**src/rtl/mdpsk_diff_codec.sv**
```systemverilog
// mdpsk_diff_codec -- parametrised M-ary differential PSK codec (M = 2**BPS).
//   mode=0 encode: symbol deltas  -> absolute phase indices (TX, mapper -> I/Q LUT)
//   mode=1 decode: phase indices  -> symbol deltas          (RX, after slicer)
// Frames start on an SOF beat, which resets the reference phase and latches mode.
// Optional build macro: MDPSK_GRAY_MAP_EN -- Gray coding on the symbol-side ports
// (the internal reference phase always stays binary).
// Ports:
//   clk, rstn                         clock, synchronous active-low reset
//   mode                              0 = encode, 1 = decode (latched on SOF)
//   s_data/s_valid/s_sof/s_ready      input beat, valid/ready handshake
//   m_data/m_valid/m_sof/m_eof/m_ready output beat, valid/ready handshake
//   frame_err                         one-cycle pulse: SOF accepted mid-frame
//   drop_cnt                          saturating count of beats discarded in IDLE
//   phase_ref                         current reference phase index (debug)
module mdpsk_diff_codec #(
  parameter int BPS       = 2,
  parameter int FRAME_LEN = 64,
  parameter int CNT_W     = 16
) (
  input  logic             clk,
  input  logic             rstn,
  input  logic             mode,
  input  logic [BPS-1:0]   s_data,
  input  logic             s_valid,
  input  logic             s_sof,
  output logic             s_ready,
  output logic [BPS-1:0]   m_data,
  output logic             m_valid,
  output logic             m_sof,
  output logic             m_eof,
  input  logic             m_ready,
  output logic             frame_err,
  output logic [CNT_W-1:0] drop_cnt,
  output logic [BPS-1:0]   phase_ref
);

  localparam int SC_W = $clog2(FRAME_LEN);
  localparam logic [SC_W-1:0] LAST_IDX = SC_W'(FRAME_LEN - 1);

  typedef enum logic {IDLE, ACTIVE} state_t;

  state_t          state;
  logic [SC_W-1:0] sym_cnt;
  logic            mode_q;

  logic            accept;
  logic            mode_eff;
  logic [BPS-1:0]  sym_in;
  logic [BPS-1:0]  ref_eff;
  logic [BPS-1:0]  enc_p;
  logic [BPS-1:0]  dec_d;
  logic [BPS-1:0]  out_bin;
  logic [BPS-1:0]  out_port;
  logic [BPS-1:0]  ref_next;

`ifdef MDPSK_GRAY_MAP_EN
  function automatic logic [BPS-1:0] bin2gray(input logic [BPS-1:0] b);
    return b ^ (b >> 1);
  endfunction

  function automatic logic [BPS-1:0] gray2bin(input logic [BPS-1:0] g);
    logic [BPS-1:0] b;
    b[BPS-1] = g[BPS-1];
    for (int unsigned i = BPS - 1; i > 0; i--) begin
      b[i-1] = b[i] ^ g[i-1];
    end
    return b;
  endfunction
`endif

  // Single output register: a new beat may enter whenever the slot is empty
  // or is being drained in this same cycle.
  assign s_ready = !m_valid || m_ready;
  assign accept  = s_valid && s_ready;

  always_comb begin
`ifdef MDPSK_GRAY_MAP_EN
    sym_in = gray2bin(s_data);
`else
    sym_in = s_data;
`endif
    // An SOF beat uses the incoming mode and a zero reference for itself.
    mode_eff = s_sof ? mode : mode_q;
    ref_eff  = s_sof ? '0 : phase_ref;
    enc_p    = ref_eff + sym_in;
    dec_d    = sym_in - ref_eff;
    out_bin  = mode_eff ? dec_d : enc_p;
    ref_next = mode_eff ? sym_in : enc_p;
`ifdef MDPSK_GRAY_MAP_EN
    out_port = bin2gray(out_bin);
`else
    out_port = out_bin;
`endif
  end

  always_ff @(posedge clk) begin
    if (!rstn) begin
      state     <= IDLE;
      phase_ref <= '0;
      sym_cnt   <= '0;
      mode_q    <= 1'b0;
      m_valid   <= 1'b0;
      m_data    <= '0;
      m_sof     <= 1'b0;
      m_eof     <= 1'b0;
      frame_err <= 1'b0;
      drop_cnt  <= '0;
    end else begin
      frame_err <= 1'b0;
      if (m_valid && m_ready) begin
        m_valid <= 1'b0;
      end
      if (accept) begin
        if (s_sof) begin
          // SOF in ACTIVE aborts the current frame and restarts as a fresh one.
          frame_err <= (state == ACTIVE);
          mode_q    <= mode;
          phase_ref <= ref_next;
          m_data    <= out_port;
          m_valid   <= 1'b1;
          m_sof     <= 1'b1;
          m_eof     <= 1'b0;
          sym_cnt   <= SC_W'(1);
          state     <= ACTIVE;
        end else if (state == IDLE) begin
          if (drop_cnt != '1) begin
            drop_cnt <= drop_cnt + CNT_W'(1);
          end
        end else begin
          phase_ref <= ref_next;
          m_data    <= out_port;
          m_valid   <= 1'b1;
          m_sof     <= 1'b0;
          if (sym_cnt == LAST_IDX) begin
            m_eof   <= 1'b1;
            sym_cnt <= '0;
            state   <= IDLE;
          end else begin
            m_eof   <= 1'b0;
            sym_cnt <= sym_cnt + SC_W'(1);
          end
        end
      end
    end
  end

endmodule
```
**config.mk**
```make
export PLATFORM = sky130hd
export DESIGN_NAME = mdpsk_diff_codec
export DESIGN_NICKNAME = d
export VERILOG_FILES = /design/src/rtl/mdpsk_diff_codec.sv
export SDC_FILE = /design/constraint.sdc
export NUM_CORES = 1
export LEC_CHECK = 0
export ABC_CLOCK_PERIOD_IN_PS = 2300
export BUFFER_PORTS_ARGS = -buffer_cell sky130_fd_sc_hd__buf_2
export CAP_MARGIN = 5
export CORE_MARGIN = 2
export CORE_UTILIZATION = 56
export CTS_BUF_LIST = sky130_fd_sc_hd__clkbuf_8
export CTS_CLUSTER_SIZE = 40
export DETAILED_ROUTE_END_ITERATION = 16
export GPL_TIMING_DRIVEN = 0
export PLACE_DENSITY = 0.81
export SLEW_MARGIN = 20
export SYNTH_ARGS = -nofsm -noshare
export SYNTH_HDL_FRONTEND = slang
export SYNTH_SLANG_ARGS = --single-unit
export TNS_END_PERCENT = 30
```
**constraint.sdc**
```tcl
create_clock -name clk -period 2.3 [get_ports clk]
set_input_delay 0.345 -clock clk [delete_from_list [all_inputs] [get_ports clk]]
set_output_delay 0.345 -clock clk [all_outputs]
set_load 0.005 [all_outputs]
```
==> out/metrics.yaml, run 1 <==
synthCells: 188
cts_resized: 0
whs_ns: 0.391
synth_warnings: 0
rsz0062_at_grt: "false"
crit_top_cell: "nand3_1"
grt_pass1_wl_mm: 6.17
run_status: "finished clean"
clkLatencyLatePin_ns: 0.29
holdPathEnd: "phase_ref[1]"
cp_slowest_cell: "nor3_1"
place_hpwl_mm: 2.66
nets: 238
hp-start: "s_data[1]"
drtIter0Drc: 67
layout_min_cycle_time_ns: 2.04
power_frac_clock_pct: 43.2
period_share_pct: 88.5
seq_area_frac_synth_pct: 40.1
gr-total-overflow: 0
cap_violations: 0
drive_gt1_share_pct: 20.3
synth-adder-area-share_pct: 3.13
place_area_um2: 1790
track_usage_pct: 24.3
syn-num-nets: 200
tightest_slew_ns: 0.556
p_total_w: 0.00122
diodes: 0
crit_chain: "ha_1, nand3_1, nor3_1, and4bb_2, nand3_1, mux2i_1"
vias: 1508
wire_per_inst_um: 13.9
synth_compound_area_share_pct: 13.3
p_seq_share_pct: 47.9
vias_per_cell: 5.84
cp_max_fo: 6
synth_top_family_by_area: "simple AND/OR/NAND/NOR gates"
antenna_left: 0
holdBufCountCts: 0
cts_num_sinks: 32
place_congestion: 0.847
critPathKind: "reg -> reg"
layout_setup_ws_ns: 0.265
ys.flop_type: "dfxtp_1"
yosys.area_share.simple_pct: 28.0
synthArstFlopShare_pct: 0
internal_power_w: 0.000931
clk_pin_slew_ns: 0.07
switchingPower_w: 0.000289
die_area_um2: 3300
clock_path_buffers: 2
synth-edff-count: 0
rr_startpoint: "drop_cnt[0]"
tritoncts: "yes"
grt_pass1_vias: 1370
worstReg2RegEnd: "drop_cnt[11]"
hold_depth: 3
ys_seq_elements: 32
port_buffers: 31
synthMuxAreaShare_pct: 5.09
die_height_um: 57.4
dp_slack_ns: 0.324
cp-end-kind: "flop"
synth_area_um2: 1600
htree_levels: 2
synth_cell_types: 37
setup_violations: 0
drt_pass1_iterations: 4
worstSetupStartpointType: "flop"
ir_drop_mv: 0.492
post_cts_buffers: 0
syn_area_per_cell_um2: 8.51
antenna_found_initial: 0
fp.coreArea_um2: 2730
fin_worst_skew_ns: 0.00914
r2r_cells: 6
final_cell_area_um2: 1900
cp_slowest_stage_delay_ns: 0.51
arrival_ns: 2.25
start_util_pct: 58.5
slew_viol_final: 0
io_pins: 33
area_delta_synth_final_pct: 18.9
die_x_um: 57.4
grt_max_degree: 11
tns_ns: 0
hp-class: "in -> reg"
max_freq_mhz: 491
power_density_nw_per_um2: 642
placement_rows: 19
numCtsBuffers: 5
cts_root_buffer: "clkbuf_8"
drc: 0
switching_share_pct: 23.7
drt-total-wl_mm: 3.58
critPathRequiredTime_ns: 2.51
synth_xor_area_share_pct: 6.57
leakagePower_nw: 0.800
pwr-share-comb_pct: 8.9
r2r_slack_ns: 0.26
slew_headroom_pct: 62.9
hold_viol: 0
-- Yosys cell counts, types with 2 or more instances --
library cell,count,share of area (%)
mux2i_1,7,4.4
and4_1,2,1.1
ha_1,4,3.1
nand2_1,20,4.7
a21oi_1,12,3.8
nand4_1,8,3.1
nor3_1,3,0.94
a31oi_1,2,0.78
or3_1,3,1.2
o21ai_0,7,2.2
xor2_1,2,1.1
nand3_1,10,3.1
buf_6,2,1.4
nand3b_1,2,0.94
nor2b_1,3,1.2
a211oi_1,8,3.8
inv_1,4,0.94
nand2b_1,8,3.1
and3_1,2,0.78
nor2_1,19,4.5
dfxtp_1,32,40
clkbuf_1,4,0.94
xnor2_1,10,5.5
-- placed cells by master (no fill, tap or decap), types with 7 or more instances in the layout --
master    instances
buf_2            32
dfxtp_1          32
nand2_1          20
nor2_1           19
a21oi_1          12
nand3_1          10
xnor2_1          10
nand2b_1          8
nand4_1           8
a211oi_1          8
mux2i_1           7
o21ai_0           7
-- worst max path at each step --
stage | start | to | slack (ns) | depth (start not counted)
2_1_floorplan | drop_cnt[0] | drop_cnt[15] | 0.55 | 6
3_3_place_gp | s_sof | phase_ref[1] | 0.38 | 5
3_5_place_dp | drop_cnt[0] | drop_cnt[11] | 0.32 | 6
4_1_cts | drop_cnt[0] | drop_cnt[11] | 0.29 | 6
5_1_grt | drop_cnt[0] | drop_cnt[15] | 0.14 | 6
6_report | drop_cnt[0] | drop_cnt[11] | 0.26 | 6
-- sequential cells by signal, indices dropped and copies added, names as in the netlist --
name and cells:
frame_err 1, phase_ref 2, m_sof 1, drop_cnt 16
state 1, sym_cnt 6, m_eof 1, mode_q 1
m_data 2, m_valid 1
-- power groups by stage --
stage	combinational [W]	clock [W]	sequential (W)
6_report	0.000109	0.000527	0.000584
5_1_grt	0.000123	0.000550	0.000585
4_1_cts	0.000110	0.000534	0.000583
3_5_place_dp	0.000109	0	0.000595
3_3_place_gp	0.000102	0	0.000594
2_1_floorplan	0.0000692	0	0.000594
-- kinds of logic (layout without fill, tap and decap cells) --
group	count (synthesis)	count (layout)
and+or+nand+nor	86	86
AOI/OAI and AO/OA	34	34
DFF	32	32
xor gates and xnor gates	12	12
buffers and inverters	12	51
muxes	8	8
adders and majority gates	4	4
-- per-layer routing --
metal | GRT usage [%] | part of all wire (%) | up-vias
met4 | 12.6 | 2.0 | 0
met5 | 0 | 0 | -
met2 | 41.2 | 49 | 43
li1 | - | - | 743
met3 | 4.76 | 5.7 | 7
met1 | 28.8 | 43 | 715
-- metrics by stage --
step	utilization, %	cells
6_report	69.5	258
5_1_grt	69.5	258
4_1_cts	69.5	258
3_5_place_dp	65.6	250
3_3_place_gp	65.6	250
2_1_floorplan	-	188
-- final cells by class --
cell class / instances / area, µm²
clock buffers: 5 / 68.8
multi-input cells: 144 / 897
clock inverters: 3 / 38.8
inverters: 5 / 18.8
well taps: 31 / 38.8
flip-flops and latches: 32 / 641
plain buffers: 7 / 42.5
repair buffers: 31 / 155
fillers: 240 / 833
-- critical path: cells and delay by family (launching register included) --
family | cells | cell delay (ns)
adders and majority gates | 1 | 0.21
muxes | 1 | 0.18
and+or+nand+nor | 4 | 1.11
DFF | 1 | 0.45
(Power assumes the default switching activity.)
==> run 2: changes to the inputs <==
- ABC_AREA: default -> 1
- CORE_UTILIZATION: 56 -> 57
- PLACE_DENSITY: 0.81 -> 0.82
==> out/metrics.yaml, run 2 <==
run_status: "finished clean"
clkLatencyLatePin_ns: 0.28
dp_slack_ns: 0.701
tns_ns: 0
yosys.area.top_type: "dfxtp_1"
wire_per_inst_um: 11.3
cts_resized: 0
grt_pass1_vias: 1611
fin_worst_skew_ns: 0.00718
r2r_slack_ns: 0.66
die_area_um2: 3570
slew_headroom_pct: 75.2
final_cell_area_um2: 2060
diodes: 0
whs_ns: 0.340
syn_area_per_cell_um2: 6.49
place_congestion: 0.875
fillCellCount: 265
slew_viol_final: 0
synth_compound_area_share_pct: 9.61
synth_cell_types: 29
hp-class: "in -> reg"
synth_area_um2: 1770
drive_gt1_share_pct: 18.3
vias_per_cell: 5.32
nets: 323
synth_top_family_by_area: "simple AND/OR/NAND/NOR gates"
leakagePower_nw: 0.980
multi_input_area_um2: 985
cts_num_sinks: 32
yosys.area_share.simple_pct: 42.2
clk_pin_slew_ns: 0.06
regMostFlops: "drop_cnt"
seq_area_frac_synth_pct: 36.2
final_cell_mix: "nand2_1, nor2_1, buf_2"
hp-start: "s_data[0]"
drt-total-wl_mm: 3.90
grt_pass1_wl_mm: 6.63
ys.flop_type: "dfxtp_1"
numCtsBuffers: 5
synth_xor_area_share_pct: 0.989
cap_violations: 0
synth-edff-count: 0
largest_reg_flops: 16
cp_max_fo: 10
synthTopCellsByArea: "dfxtp_1, nand2_1, nor2_1"
fp.coreArea_um2: 3000
placement_rows: 20
syn-num-nets: 285
cp-startpoint: "drop_cnt[0]"
synth_most_common_cell: "nand2_1"
start_util_pct: 59.0
seqCellArea_um2: 641
arrival_ns: 1.81
final_common_cell: "nand2_1"
antenna_found_initial: 0
htree_levels: 2
p_total_w: 0.00117
post_cts_buffers: 0
synth_top_area_share_pct: 36.2
rsz0062_at_grt: "false"
vias: 1836
io_pins: 33
die_height_um: 59.7
grt_max_degree: 11
worstSetupStartpointType: "flop"
ir_drop_mv: 0.391
synthMuxAreaShare_pct: 0
tritoncts: "yes"
period_share_pct: 71.2
synth_warnings: 0
synthTopCellsByCount: "nand2_1, nor2_1, dfxtp_1"
ys_seq_elements: 32
layout_min_cycle_time_ns: 1.64
clock_path_buffers: 2
critPathKind: "reg -> reg"
drc: 0
synthArstFlopShare_pct: 0
area_delta_synth_final_pct: 16.2
port_buffers: 31
antenna_left: 0
rr_startpoint: "drop_cnt[0]"
die_x_um: 59.7
drtIter0Drc: 96
gr-total-overflow: 0
synth-adder-area-share_pct: 2.83
place_area_um2: 1970
reg_top3: "drop_cnt x16, sym_cnt x6"
cts_root_buffer: "clkbuf_8"
cp-end-kind: "flop"
layout_setup_ws_ns: 0.662
setup_violations: 0
hold_viol: 0
tightest_slew_ns: 0.372
drt_pass1_iterations: 4
power_density_nw_per_um2: 570
holdBufCountCts: 0
track_usage_pct: 24.5
synthCells: 273
critPathRequiredTime_ns: 2.47
place_hpwl_mm: 2.89
max_freq_mhz: 611
==> run 2: logic make-up (layout without fill, tap and decap cells) <==
logic type | after synthesis | in the layout
compound gates | 33 | 33
xor+xnor | 2 | 2
fa+ha+maj | 4 | 4
buf+inv | 35 | 74
flops | 32 | 32
simple gates | 167 | 167
==> run 2: per-layer routing <==
| layer | wire (µm) | up-vias | track usage, % |
|---|---|---|---|
| met3 | 208 | 7 | 6.06 |
| met4 | 38 | 0 | 9.21 |
| met5 | 0 | - | 0 |
| li1 | - | 953 | - |
| met1 | 1700 | 811 | 28.8 |
| met2 | 1960 | 65 | 42.5 |
==> run 2: power by group <==
part / leakage, nW / switching [W] / internal [W]
sequential: 0.261 / 0.0000189 / 0.000577
combinational: 0.666 / 0.0000846 / 0.0000545
clock: 0.0538 / 0.000203 / 0.000235
==> run 2: final cells by class <==
cell class,instances,share of cell area (%)
multi-input cells,206,47.9
flip-flops and latches,32,31.1
repair buffers,31,7.54
inverters,30,5.47
clock buffers,6,4.01
well taps,33,2.01
plain buffers,5,1.58
clock inverters,2,0.365
==> run 2: worst paths after layout <==
kind                            cells after the start      endpoint
worst max register to register                      7   drop_cnt[5]
worst min-delay path                                3  phase_ref[0]
worst min register to register                      2         m_sof
worst max-delay path                                7   drop_cnt[5]
==> run 2: worst max-delay path: stages, from the launching register on <==
cell	delay [ns]
dfxtp_1	0.40
ha_1	0.21
nand3_2	0.13
nor2_4	0.20
nand4_4	0.18
buf_6	0.20
a21oi_1	0.16
nor2_1	0.06
==> run 2: per-stage QoR <==
step                util [%]  instances
global placement        65.5        337
CTS                     68.5        345
floorplan                  -        273
global route            68.5        345
finish                  68.5        345
detailed placement      65.5        337
